[src/rtl/writeback_stage_pkg.sv]
// writeback_stage_pkg
//   Shared definitions for the writeback stage.
//   - Data-cache store FSM state encodings.
//   - ZF position in EFLAGS and the ECX register id.
//   - Datasize codes.
//   - Control-store bit positions of the WB load fields.
//   - A helper that decides whether a uop writes the full ECX register.
package writeback_stage_pkg;

  localparam int          ZF_BIT = 6;
  localparam logic [2:0]  ECX_ID = 3'd1;

  localparam logic [1:0]  SIZE_BYTE  = 2'b00;
  localparam logic [1:0]  SIZE_WORD  = 2'b01;
  localparam logic [1:0]  SIZE_DWORD = 2'b10;

  // Positions of the writeback load bits inside the uop control word
  localparam int CS_LD_GPR3_WB  = 0;
  localparam int CS_LD_SEG_WB   = 1;
  localparam int CS_LD_MM_WB    = 2;
  localparam int CS_LD_FLAGS_WB = 3;
  localparam int CS_LD_EIP_WB   = 4;
  localparam int CS_WB_FIELDS   = 5;

  typedef enum logic [1:0] {
    ST_IDLE = 2'd0,
    ST_WAIT = 2'd1,
    ST_DONE = 2'd2
  } store_state_e;

  // A dword write of DR1 to ECX replaces the architectural count
  function automatic logic isEcxDwordWrite(input logic       ldGpr1,
                                           input logic [2:0] dr1,
                                           input logic [1:0] size);
    return ldGpr1 && (dr1 == ECX_ID) && (size == SIZE_DWORD);
  endfunction

endpackage

[src/rtl/wb_dcache_store_fsm.sv]
// wb_dcache_store_fsm
//   Sequences a single data-cache store for the uop held in the WB latch.
//   clk_i    : clock, rising edge
//   rst_ni   : asynchronous active-low reset
//   valid_i  : WB latch holds a valid uop
//   store_i  : that uop writes the data cache
//   ack_i    : cache accepted the store this cycle
//   req_o    : store request to the data cache
//   stall_o  : WB cannot retire this cycle
module wb_dcache_store_fsm
  import writeback_stage_pkg::*;
(
  input  logic clk_i,
  input  logic rst_ni,
  input  logic valid_i,
  input  logic store_i,
  input  logic ack_i,
  output logic req_o,
  output logic stall_o
);

  store_state_e state_q, state_d;

  // State register; reset drops any outstanding request immediately
  always_ff @(posedge clk_i or negedge rst_ni) begin
    if (!rst_ni) begin
      state_q <= ST_IDLE;
    end else begin
      state_q <= state_d;
    end
  end

  // Next-state and request/stall generation.
  // An ack seen in IDLE retires the store in that same cycle. An ack seen in
  // WAIT only moves to DONE, and the uop retires in DONE. The stall is
  // therefore held through the WAIT ack cycle, so the uop commits exactly once.
  // DONE never re-raises the request, so a store is never reissued.
  always_comb begin
    state_d = state_q;
    req_o   = 1'b0;
    stall_o = 1'b0;
    case (state_q)
      ST_IDLE: begin
        if (valid_i && store_i) begin
          req_o = 1'b1;
          if (!ack_i) begin
            stall_o = 1'b1;
            state_d = ST_WAIT;
          end
        end
      end
      ST_WAIT: begin
        req_o   = 1'b1;
        stall_o = valid_i && store_i;
        if (ack_i) begin
          state_d = ST_DONE;
        end
      end
      ST_DONE: begin
        state_d = ST_IDLE;
      end
      default: begin
        state_d = ST_IDLE;
      end
    endcase
  end

endmodule

[src/rtl/writeback_stage.sv]
// writeback_stage
//   Receiving end of the EX->WB pipeline interface.
//   It holds the WB latch and commits results to the GPR, segment, MM, EIP and
//   EFLAGS state. It sequences data-cache stores, stalling EX while a store is
//   outstanding, and terminates REPNE loops. It also forwards the architectural
//   flags and count back to EX.
//   Inputs  : CLK, CLR (async active-low), WB_ld_latches, WB_*_next latch fields,
//             dcache_wr_ack
//   Outputs : WB_stall, wb_repne_terminate_all, flags/count_dataforwarded,
//             gpr_we/addr/data/size, seg_we, mm_we, mm_data,
//             dcache_wr_req/addr/data/size, eip_we, eip_out, cs_out
module writeback_stage
  import writeback_stage_pkg::*;
#(
  parameter int DW  = 32,
  parameter int MMW = 64,
  parameter int CSW = 128
) (
  input  logic              CLK,
  input  logic              CLR,
  input  logic              WB_ld_latches,
  input  logic              WB_V_next,
  input  logic [DW-1:0]     WB_NEIP_next,
  input  logic [15:0]       WB_NCS_next,
  input  logic [CSW-1:0]    WB_CONTROL_STORE_next,
  input  logic [1:0]        WB_d2_datasize_all_next,
  input  logic              WB_ex_ld_gpr1_wb_next,
  input  logic              WB_ex_ld_gpr2_wb_next,
  input  logic              WB_ex_dcache_write_wb_next,
  input  logic              WB_d2_repne_wb_next,
  input  logic [DW-1:0]     WB_RESULT_A_next,
  input  logic [DW-1:0]     WB_RESULT_B_next,
  input  logic [DW-1:0]     WB_RESULT_C_next,
  input  logic [DW-1:0]     WB_FLAGS_next,
  input  logic [MMW-1:0]    WB_RESULT_MM_next,
  input  logic [2:0]        WB_DR1_next,
  input  logic [2:0]        WB_DR2_next,
  input  logic [2:0]        WB_DR3_next,
  input  logic [DW-1:0]     WB_ADDRESS_next,
  input  logic              dcache_wr_ack,
  output logic              WB_stall,
  output logic              wb_repne_terminate_all,
  output logic [DW-1:0]     flags_dataforwarded,
  output logic [DW-1:0]     count_dataforwarded,
  output logic [2:0]        gpr_we,
  output logic [8:0]        gpr_addr,
  output logic [3*DW-1:0]   gpr_data,
  output logic [1:0]        gpr_size,
  output logic              seg_we,
  output logic              mm_we,
  output logic [MMW-1:0]    mm_data,
  output logic              dcache_wr_req,
  output logic [DW-1:0]     dcache_wr_addr,
  output logic [DW-1:0]     dcache_wr_data,
  output logic [1:0]        dcache_wr_size,
  output logic              eip_we,
  output logic [DW-1:0]     eip_out,
  output logic [15:0]       cs_out
);

  localparam logic [DW-1:0] EFLAGS_RESET = {{(DW-2){1'b0}}, 2'b10};

  logic             v_q;
  logic [CS_WB_FIELDS-1:0] cs_q;
  logic [DW-1:0]    neip_q;
  logic [15:0]      ncs_q;
  logic [1:0]       size_q;
  logic             ldGpr1_q, ldGpr2_q, store_q, repne_q;
  logic [DW-1:0]    a_q, b_q, c_q, flags_q, addr_q;
  logic [MMW-1:0]   mm_q;
  logic [2:0]       dr1_q, dr2_q, dr3_q;
  logic [DW-1:0]    eflags_q, count_q;

  logic commit;
  logic term;
  logic ecxWrite;
  logic unusedCsBits;

  // Only the WB load fields of the control word matter in this stage
  assign unusedCsBits = ^WB_CONTROL_STORE_next[CSW-1:CS_WB_FIELDS];

  assign commit   = v_q && !WB_stall;
  assign term     = commit && repne_q && ((c_q == '0) || flags_q[ZF_BIT]);
  assign ecxWrite = isEcxDwordWrite(ldGpr1_q, dr1_q, size_q);

  // WB latch. A uop loaded while REPNE terminates is on the wrong path, so
  // its valid bit is squashed. A retired uop that is not replaced drops valid,
  // which keeps it from committing (or storing) a second time.
  always_ff @(posedge CLK or negedge CLR) begin
    if (!CLR) begin
      v_q      <= 1'b0;
      cs_q     <= '0;
      neip_q   <= '0;
      ncs_q    <= '0;
      size_q   <= '0;
      ldGpr1_q <= 1'b0;
      ldGpr2_q <= 1'b0;
      store_q  <= 1'b0;
      repne_q  <= 1'b0;
      a_q      <= '0;
      b_q      <= '0;
      c_q      <= '0;
      flags_q  <= '0;
      mm_q     <= '0;
      dr1_q    <= '0;
      dr2_q    <= '0;
      dr3_q    <= '0;
      addr_q   <= '0;
    end else if (WB_ld_latches && !WB_stall) begin
      v_q      <= WB_V_next && !term;
      cs_q     <= WB_CONTROL_STORE_next[CS_WB_FIELDS-1:0];
      neip_q   <= WB_NEIP_next;
      ncs_q    <= WB_NCS_next;
      size_q   <= WB_d2_datasize_all_next;
      ldGpr1_q <= WB_ex_ld_gpr1_wb_next;
      ldGpr2_q <= WB_ex_ld_gpr2_wb_next;
      store_q  <= WB_ex_dcache_write_wb_next;
      repne_q  <= WB_d2_repne_wb_next;
      a_q      <= WB_RESULT_A_next;
      b_q      <= WB_RESULT_B_next;
      c_q      <= WB_RESULT_C_next;
      flags_q  <= WB_FLAGS_next;
      mm_q     <= WB_RESULT_MM_next;
      dr1_q    <= WB_DR1_next;
      dr2_q    <= WB_DR2_next;
      dr3_q    <= WB_DR3_next;
      addr_q   <= WB_ADDRESS_next;
    end else if (commit) begin
      v_q      <= 1'b0;
    end
  end

  // Architectural EFLAGS and count; a REPNE count update wins over an ECX write
  always_ff @(posedge CLK or negedge CLR) begin
    if (!CLR) begin
      eflags_q <= EFLAGS_RESET;
      count_q  <= '0;
    end else if (commit) begin
      if (cs_q[CS_LD_FLAGS_WB]) begin
        eflags_q <= flags_q;
      end
      if (repne_q) begin
        count_q <= c_q;
      end else if (ecxWrite) begin
        count_q <= a_q;
      end
    end
  end

  wb_dcache_store_fsm u_store_fsm (
    .clk_i   (CLK),
    .rst_ni  (CLR),
    .valid_i (v_q),
    .store_i (store_q),
    .ack_i   (dcache_wr_ack),
    .req_o   (dcache_wr_req),
    .stall_o (WB_stall)
  );

  assign wb_repne_terminate_all = term;

  // Forwarding bypasses the pending (valid) uop before it is committed
  assign flags_dataforwarded = (v_q && cs_q[CS_LD_FLAGS_WB]) ? flags_q : eflags_q;
  assign count_dataforwarded = (v_q && repne_q)  ? c_q :
                               (v_q && ecxWrite) ? a_q : count_q;

  assign gpr_we   = {cs_q[CS_LD_GPR3_WB], ldGpr2_q, ldGpr1_q} & {3{commit}};
  assign gpr_addr = {dr3_q, dr2_q, dr1_q};
  assign gpr_data = {c_q, b_q, a_q};
  assign gpr_size = size_q;
  assign seg_we   = cs_q[CS_LD_SEG_WB] && commit;
  assign mm_we    = cs_q[CS_LD_MM_WB] && commit;
  assign mm_data  = mm_q;
  assign eip_we   = cs_q[CS_LD_EIP_WB] && commit;
  assign eip_out  = neip_q;
  assign cs_out   = ncs_q;

  assign dcache_wr_addr = addr_q;
  assign dcache_wr_data = a_q;
  assign dcache_wr_size = size_q;

endmodule

[config.mk]
export PLATFORM = sky130hd
export DESIGN_NAME = writeback_stage
export DESIGN_NICKNAME = d
export VERILOG_FILES = /design/src/rtl/writeback_stage_pkg.sv /design/src/rtl/wb_dcache_store_fsm.sv /design/src/rtl/writeback_stage.sv
export SDC_FILE = /design/constraint.sdc
export NUM_CORES = 1
export LEC_CHECK = 0
export BUFFER_PORTS_ARGS = -buffer_cell sky130_fd_sc_hd__buf_2
export CORE_AREA = 2 2 300 302
export DETAILED_ROUTE_END_ITERATION = 10
export DIE_AREA = 0 0 302 304
export PLACE_DENSITY_LB_ADDON = 0.1
export SYNTH_ARGS = -nofsm -noshare
export SYNTH_HDL_FRONTEND = slang
export SYNTH_SLANG_ARGS = --single-unit
[constraint.sdc]
create_clock -name CLK -period 2.1 [get_ports CLK]
set_clock_uncertainty 0.05 [all_clocks]
set_input_delay 0.21 -clock CLK [delete_from_list [all_inputs] [get_ports CLK]]
set_output_delay 0.21 -clock CLK [all_outputs]
set_load 0.02 [all_outputs]
==> flow_summary.yaml, run 1 <==
worst_setup_path:
  worst-endpoint-required_ns: 1.84
  r2r_cells: 10
  path_max_fanout: 6
  cp_common_cell: "buf_12"
  end_kind: "output port"
  crit_buf_inv: 4
  crit_slowest_cell: "dfrtp_1"
  cp.arrival_ns: 2.38
  slowest_delay_ns: 0.39
  crit_cells: 8
  startpoint_type: "register"
  crit_type: "register to output port"
  crit_chain: "nor4bb_1 -> nand4b_1 -> buf_6 -> buf_12 -> buf_12 -> mux2i_1 -> o21ai_1 -> buf_4"
  critical-path-top-delay-family: "buffers and inverters"
drt:
  drt_wl_total_um: 65600
  detail-route-antenna-nets: 0
  drt_iter0_markers: 422
  drc: 0
  drt_pass1_iterations: 4
  wl_per_cell_um: 20.0
  vias_per_cell: 3.73
  dr_total_vias: 12200
pwr:
  ir_drop_v: 0.000586
  p_leak_uw: 0.0140
  power_density_nw_per_um2: 1040
  power_switching_uw: 9550
  seq_power_share_pct: 32.6
  p_int_uw: 19800
  clockPowerShare_pct: 29.6
  power_uw: 29300
  combPwrFrac_pct: 37.8
  p_sw_share_pct: 32.6
sta:
  whs_ns: 0.0764
  tightest_slew_ns: 0.486
  final_hold_viol_count: 0
  drv_slew: 0
  tns_ns: -52.55
  maxClockFrequency_mhz: 379
  grt_setup_unrepaired: "true"
  post-route-period-util_pct: 126
  worst_slack_ns: -0.542
  setup_viol: 388
  fin_crit_ns: 2.64
  max-slew-margin-rel_pct: 67.6
min_path:
  hold_path.class: "input pin to register"
  hold_depth: 5
cells_and_area:
  area_delta_synth_final_pct: 73.0
  layout_commonest_cell: "buf_2"
  layout_common_cells: "buf_2 (580), dfrtp_1 (356), mux2_4 (355), dlygate4sd3_1 (296), clkbuf_16 (80)"
  drive_above_1_share_pct: 63.1
  stdcell_count: 3279
  nNetsFinal: 2486
  fillCellCount: 8953
synthesis:
  syn_nets: 1426
  syn-instance-count: 1006
  synth_simple_gate_area_share_pct: 2.03
  seq_area_frac_synth_pct: 55.0
  synthAdderAreaFrac_pct: 0
  ys.flop_type: "dfrtp_1"
  yosysWarnings: 0
  synth.cell_area_sq_um: 16300
  ys_ff_latch: 359
  synth_edf_count: 0
  synth_xor_xnor_area_share_pct: 0
  synth.distinct_cells: 31
  avgSynthCellArea_sq_um: 16.2
  synthMuxAreaShare_pct: 35.5
  synth-async-reset-ratio_pct: 100
  synth_compound_area_share_pct: 1.20
  synth_top_family_by_area: "multiplexers"
grt:
  antenna_found_initial: 4
  grt_pass1_wl_um: 87800
  overflow: 0
  grt_max_degree: 65
  track_usage_pct: 12.7
  grt_pass1_vias: 13300
die:
  pin_count: 778
  dieArea_sq_um: 91800
  initial_utilization_pct: 18.3
  fp.dieW_um: 302
  core_sq_um: 89000
  die_h_um: 304
  core.rowCount: 110
clock_tree:
  ctsHtreeMaxLevel: 2
  clk_pin_slew_ns: 0.06
  clock-sinks: 359
  clockBufferDepth: 3
  root_buffer: "clkbuf_16"
  cts_made_buffers: 48
  cts_tree: "built"
  clock_latency_ns: 0.58
outcome:
  status: "finished, violations left"
  violations: "negative setup slack"
placed_design:
  io_buffers: 654
  hpwl_um: 43400
  placedCellCount: 2806
  place_congestion: 0.760
flow_run:
  maxCapViolations: 0
path summary, 6_finish.rpt:
| check | slack (ns) | end | from |
|---|---|---|---|
| hold / removal | 0.08 | v_q$_DFFE_PN0P_ | WB_ld_latches |
| min in group asynchronous | 0.12 | eflags_q[17]$_DFFE_PN0P_ | CLR |
| max in group asynchronous | 1.09 | dcache_wr_addr[6]$_DFFE_PN0P_ | CLR |
| setup / recovery | -0.54 | count_dataforwarded[2] | dr1_q[2]$_DFFE_PN0P_ |
| hold reg to reg | 0.44 | u_store_fsm.state_q[1]$_DFFE_PN0P_ | u_store_fsm.state_q[1]$_DFFE_PN0P_ |
| setup reg to reg | -0.33 | count_q[15]$_DFFE_PN0P_ | dr1_q[2]$_DFFE_PN0P_ |
kinds of logic (layout without fill, tap and decap cells):
family          after synthesis  count (layout)
compound gates               37              37
buf+inv                      93            1189
flops                       359             359
mux                         452             452
other cells                   0               1
simple gates                 65              65
Yosys cell counts, drive strengths merged, types with 2 or more instances:
| cell | n | area share [%] |
|---|---|---|
| nor2 | 4 | 0.092 |
| nand2 | 38 | 0.97 |
| clkbuf | 11 | 0.25 |
| o21ai | 33 | 1.0 |
| mux2i | 32 | 2.0 |
| mux2 | 420 | 34 |
| and3 | 6 | 0.23 |
| nor4 | 8 | 0.31 |
| dfrtp | 358 | 55 |
| buf | 81 | 6.0 |
| nand4 | 2 | 0.077 |
| a21oi | 2 | 0.084 |
repair_timing:
action / 4_1_cts / 5_1_grt
buffers inserted: 18 / 36
cloned: 4 / 41
pin swaps: 17 / 14
setup endpoints to repair: 72 / 422
gates resized for setup: 213 / 202
hold buffers: 296 / 0
endpoints found under the hold margin: 597 / 0
cell type report:
class	instances	area (sq um)	share of cell area (%)
diodes	1	2.50	0.00886
clock buffers	71	1450	5.13
clock inverters	15	208	0.735
inverters	1	6.26	0.0221
multi-input cells	554	7020	24.9
flip-flops and latches	359	8990	31.8
well taps	1176	1470	5.21
repair buffers	1102	9110	32.2
worst min-delay path, stage by stage:
cell,delay [ns]
buf_2,0.14
nand2_1,0.09
nor2_1,0.04
o21ai_0,0.06
o211ai_1,0.10
registers in the layout (all words and copies together), names as in the netlist:
name,flops
mm_data,64
dr3_q,3
cs_out,16
store_q,1
flags_q,32
u_store_fsm.state_q,2
c_q,32
dcache_wr_size,2
cs_q,5
eflags_q,32
v_q,1
ldGpr2_q,1
dcache_wr_addr,32
dr1_q,3
dr2_q,3
eip_out,32
ldGpr1_q,1
count_q,32
dcache_wr_data,32
b_q,32
repne_q,1
power by group through the flow:
stage	clock network [uW]	registers, uW	logic (uW)
2_1_floorplan	0	10300	4620
3_3_place_gp	0	9570	8420
3_5_place_dp	0	9600	8430
4_1_cts	9080	9540	10000
5_1_grt	9370	9810	11700
6_report	8690	9570	11100
routing by layer:
metal | share of wire (%) | GRT usage, % | vias up
li1 | - | - | 5679
met1 | 43 | 15.5 | 6062
met2 | 48 | 21.6 | 415
met3 | 6.5 | 3.78 | 73
met4 | 1.8 | 3.15 | 6
met5 | 0.069 | 0 | -
stage by stage:
step / worst slack, ns / utilization (%) / cell area [sq um]
finish: -0.542 / 31.7 / 28300
global route: -0.640 / 31.7 / 28300
CTS: -0.566 / 29.5 / 26300
detailed placement: 0.0326 / 23.4 / 20800
global placement: 0.0419 / 23.4 / 20800
floorplan: 0.00419 / - / 16300
No activity file was read; power rests on OpenSTA's default activity.
==> inputs of run 2 (changes only) <==
--- a/config.mk
+++ b/config.mk
@@ -9,7 +9,7 @@
 export CORE_AREA = 2 2 300 302
 export DETAILED_ROUTE_END_ITERATION = 10
 export DIE_AREA = 0 0 302 304
-export PLACE_DENSITY_LB_ADDON = 0.1
+export PLACE_DENSITY = 0.45
 export SYNTH_ARGS = -nofsm -noshare
 export SYNTH_HDL_FRONTEND = slang
 export SYNTH_SLANG_ARGS = --single-unit
==> flow_summary.yaml, run 2 (synthesized netlist as in run 1, its figures left out) <==
worst_setup_path:
  end_kind: "output port"
  r2r_cells: 10
  startpoint_type: "register"
  path_max_fanout: 16
  crit_type: "register to output port"
  r2r_slack_ns: -0.20
  r2r_start: "v_q$_DFFE_PN0P_"
  worst-endpoint-required_ns: 1.84
  cp.arrival_ns: 2.27
  r2r-end: "b_q[20]$_DFFE_PN0P_"
cells_and_area:
  nNetsFinal: 2485
  fillCellCount: 8873
  largest_reg_flops: 64
  final_area_sq_um: 28000
  stdcell_count: 3274
  layout_common_cells: "buf_2 (581), dfrtp_1 (353), mux2_4 (331), dlygate4sd3_1 (294), mux2_2 (89)"
  final_core_util_pct: 31.5
  layout_commonest_cell: "buf_2"
  drive_above_1_share_pct: 63.4
  area_delta_synth_final_pct: 71.5
grt:
  antenna_found_initial: 7
  grt_max_degree: 63
  grt_pass1_vias: 13400
  overflow: 0
  track_usage_pct: 13.2
  grt_pass1_wl_um: 90100
drt:
  vias_per_cell: 3.80
  drt_iter0_markers: 412
  detail-route-antenna-nets: 0
  dr_total_vias: 12400
  wl_per_cell_um: 19.7
  drt_pass1_iterations: 4
  drt_wl_total_um: 64600
  drc: 0
clock_tree:
  clk_pin_slew_ns: 0.06
  ctsHtreeMaxLevel: 2
  root_buffer: "clkbuf_16"
  clock-sinks: 359
  clock_latency_ns: 0.57
  cts_tree: "built"
  clockBufferDepth: 3
  cts_made_buffers: 45
min_path:
  hold_path.class: "input pin to register"
  hold_start: "WB_V_next"
  hold_depth: 4
  holdPathEnd: "v_q$_DFFE_PN0P_"
placed_design:
  place_congestion: 0.818
  placedCellCount: 2827
  hpwl_um: 44600
  io_buffers: 654
  dpl_cell_area_sq_um: 21000
sta:
  max-slew-margin-rel_pct: 68.3
  tightest_slew_ns: 0.476
  maxClockFrequency_mhz: 396
  final_hold_viol_count: 0
  grt_setup_unrepaired: "true"
  fin_crit_ns: 2.53
  worst_slack_ns: -0.425
  drv_slew: 0
  tns_ns: -57.64
  setup_viol: 389
  post-route-period-util_pct: 120
pwr:
  p_leak_uw: 0.0138
  ir_drop_v: 0.000615
  power_uw: 28400
  power_density_nw_per_um2: 1010
outcome:
  status: "finished, violations left"
  violations: "negative setup slack"
flow_run:
  maxCapViolations: 0
die:
  initial_utilization_pct: 18.3
  fp.dieW_um: 302
  dieArea_sq_um: 91800
  die_h_um: 304
  core.rowCount: 110
  pin_count: 778
  core_sq_um: 89000
run 2: what timing repair did:
| item | CTS | global route |
|---|---|---|
| endpoints found under the hold margin | 599 | 0 |
| gates resized for setup | 281 | 135 |
| buffers inserted | 23 | 24 |
| cloned | 9 | 26 |
| setup endpoints to repair | 91 | 427 |
| hold buffers | 294 | 0 |
| pin swaps | 9 | 7 |
run 2: through the flow:
stage                     hold WS [ns]  setup WS, ns
after global routing            0.0739        -0.623
after CTS                       0.0212        -0.536
after floorplan                 -0.136       0.00419
final                           0.0584        -0.425
after global placement           0.123        -0.139
after detailed placement         0.128        -0.129
run 2: worst max path at each step:
stage	from	to	slack, ns	cells past startpoint
floorplan	dcache_wr_size[1]$_DFFE_PN0P_	count_dataforwarded[10]	0.004	6
global placement	dr1_q[2]$_DFFE_PN0P_	count_dataforwarded[0]	-0.14	7
detailed placement	dr1_q[2]$_DFFE_PN0P_	count_dataforwarded[0]	-0.13	7
CTS	dr1_q[2]$_DFFE_PN0P_	count_dataforwarded[0]	-0.54	7
global route	dcache_wr_size[0]$_DFFE_PN0P_	count_dataforwarded[0]	-0.62	7
finish	dcache_wr_size[0]$_DFFE_PN0P_	count_dataforwarded[0]	-0.43	7
run 2: area by class of cell:
cell class	instances	area (sq um)	area share, %
antenna	1	2.50	0.00893
clock buffer	63	1310	4.66
clock inverter	16	165	0.589
inverter	1	6.26	0.0223
multi-input combinational	554	6940	24.8
sequential	359	8990	32.1
tap	1176	1470	5.25
timing repair buffer	1104	9130	32.6
run 2: critical path: stages (launching register included):
cell,delay (ns)
dfrtp_1,0.39
nor4bb_1,0.26
nand4b_1,0.18
buf_12,0.20
buf_6,0.14
mux2i_1,0.12
o21ai_2,0.23
buf_6,0.15
run 2: power by group:
group | switching, uW | internal, uW
Sequential | 1160 | 8460
Clock | 3210 | 4580
Combinational | 5110 | 5850
Total | 9470 | 18900
run 2: routing by layer:
layer	vias up	share of wire [%]	wire length (um)	GRT usage (%)
met2	472	48	31100	22.2
met3	80	7.8	5040	4.12
li1	5673	-	-	-
met4	6	1.9	1250	3.09
met5	-	0.048	31	0
met1	6204	42	27200	16.3
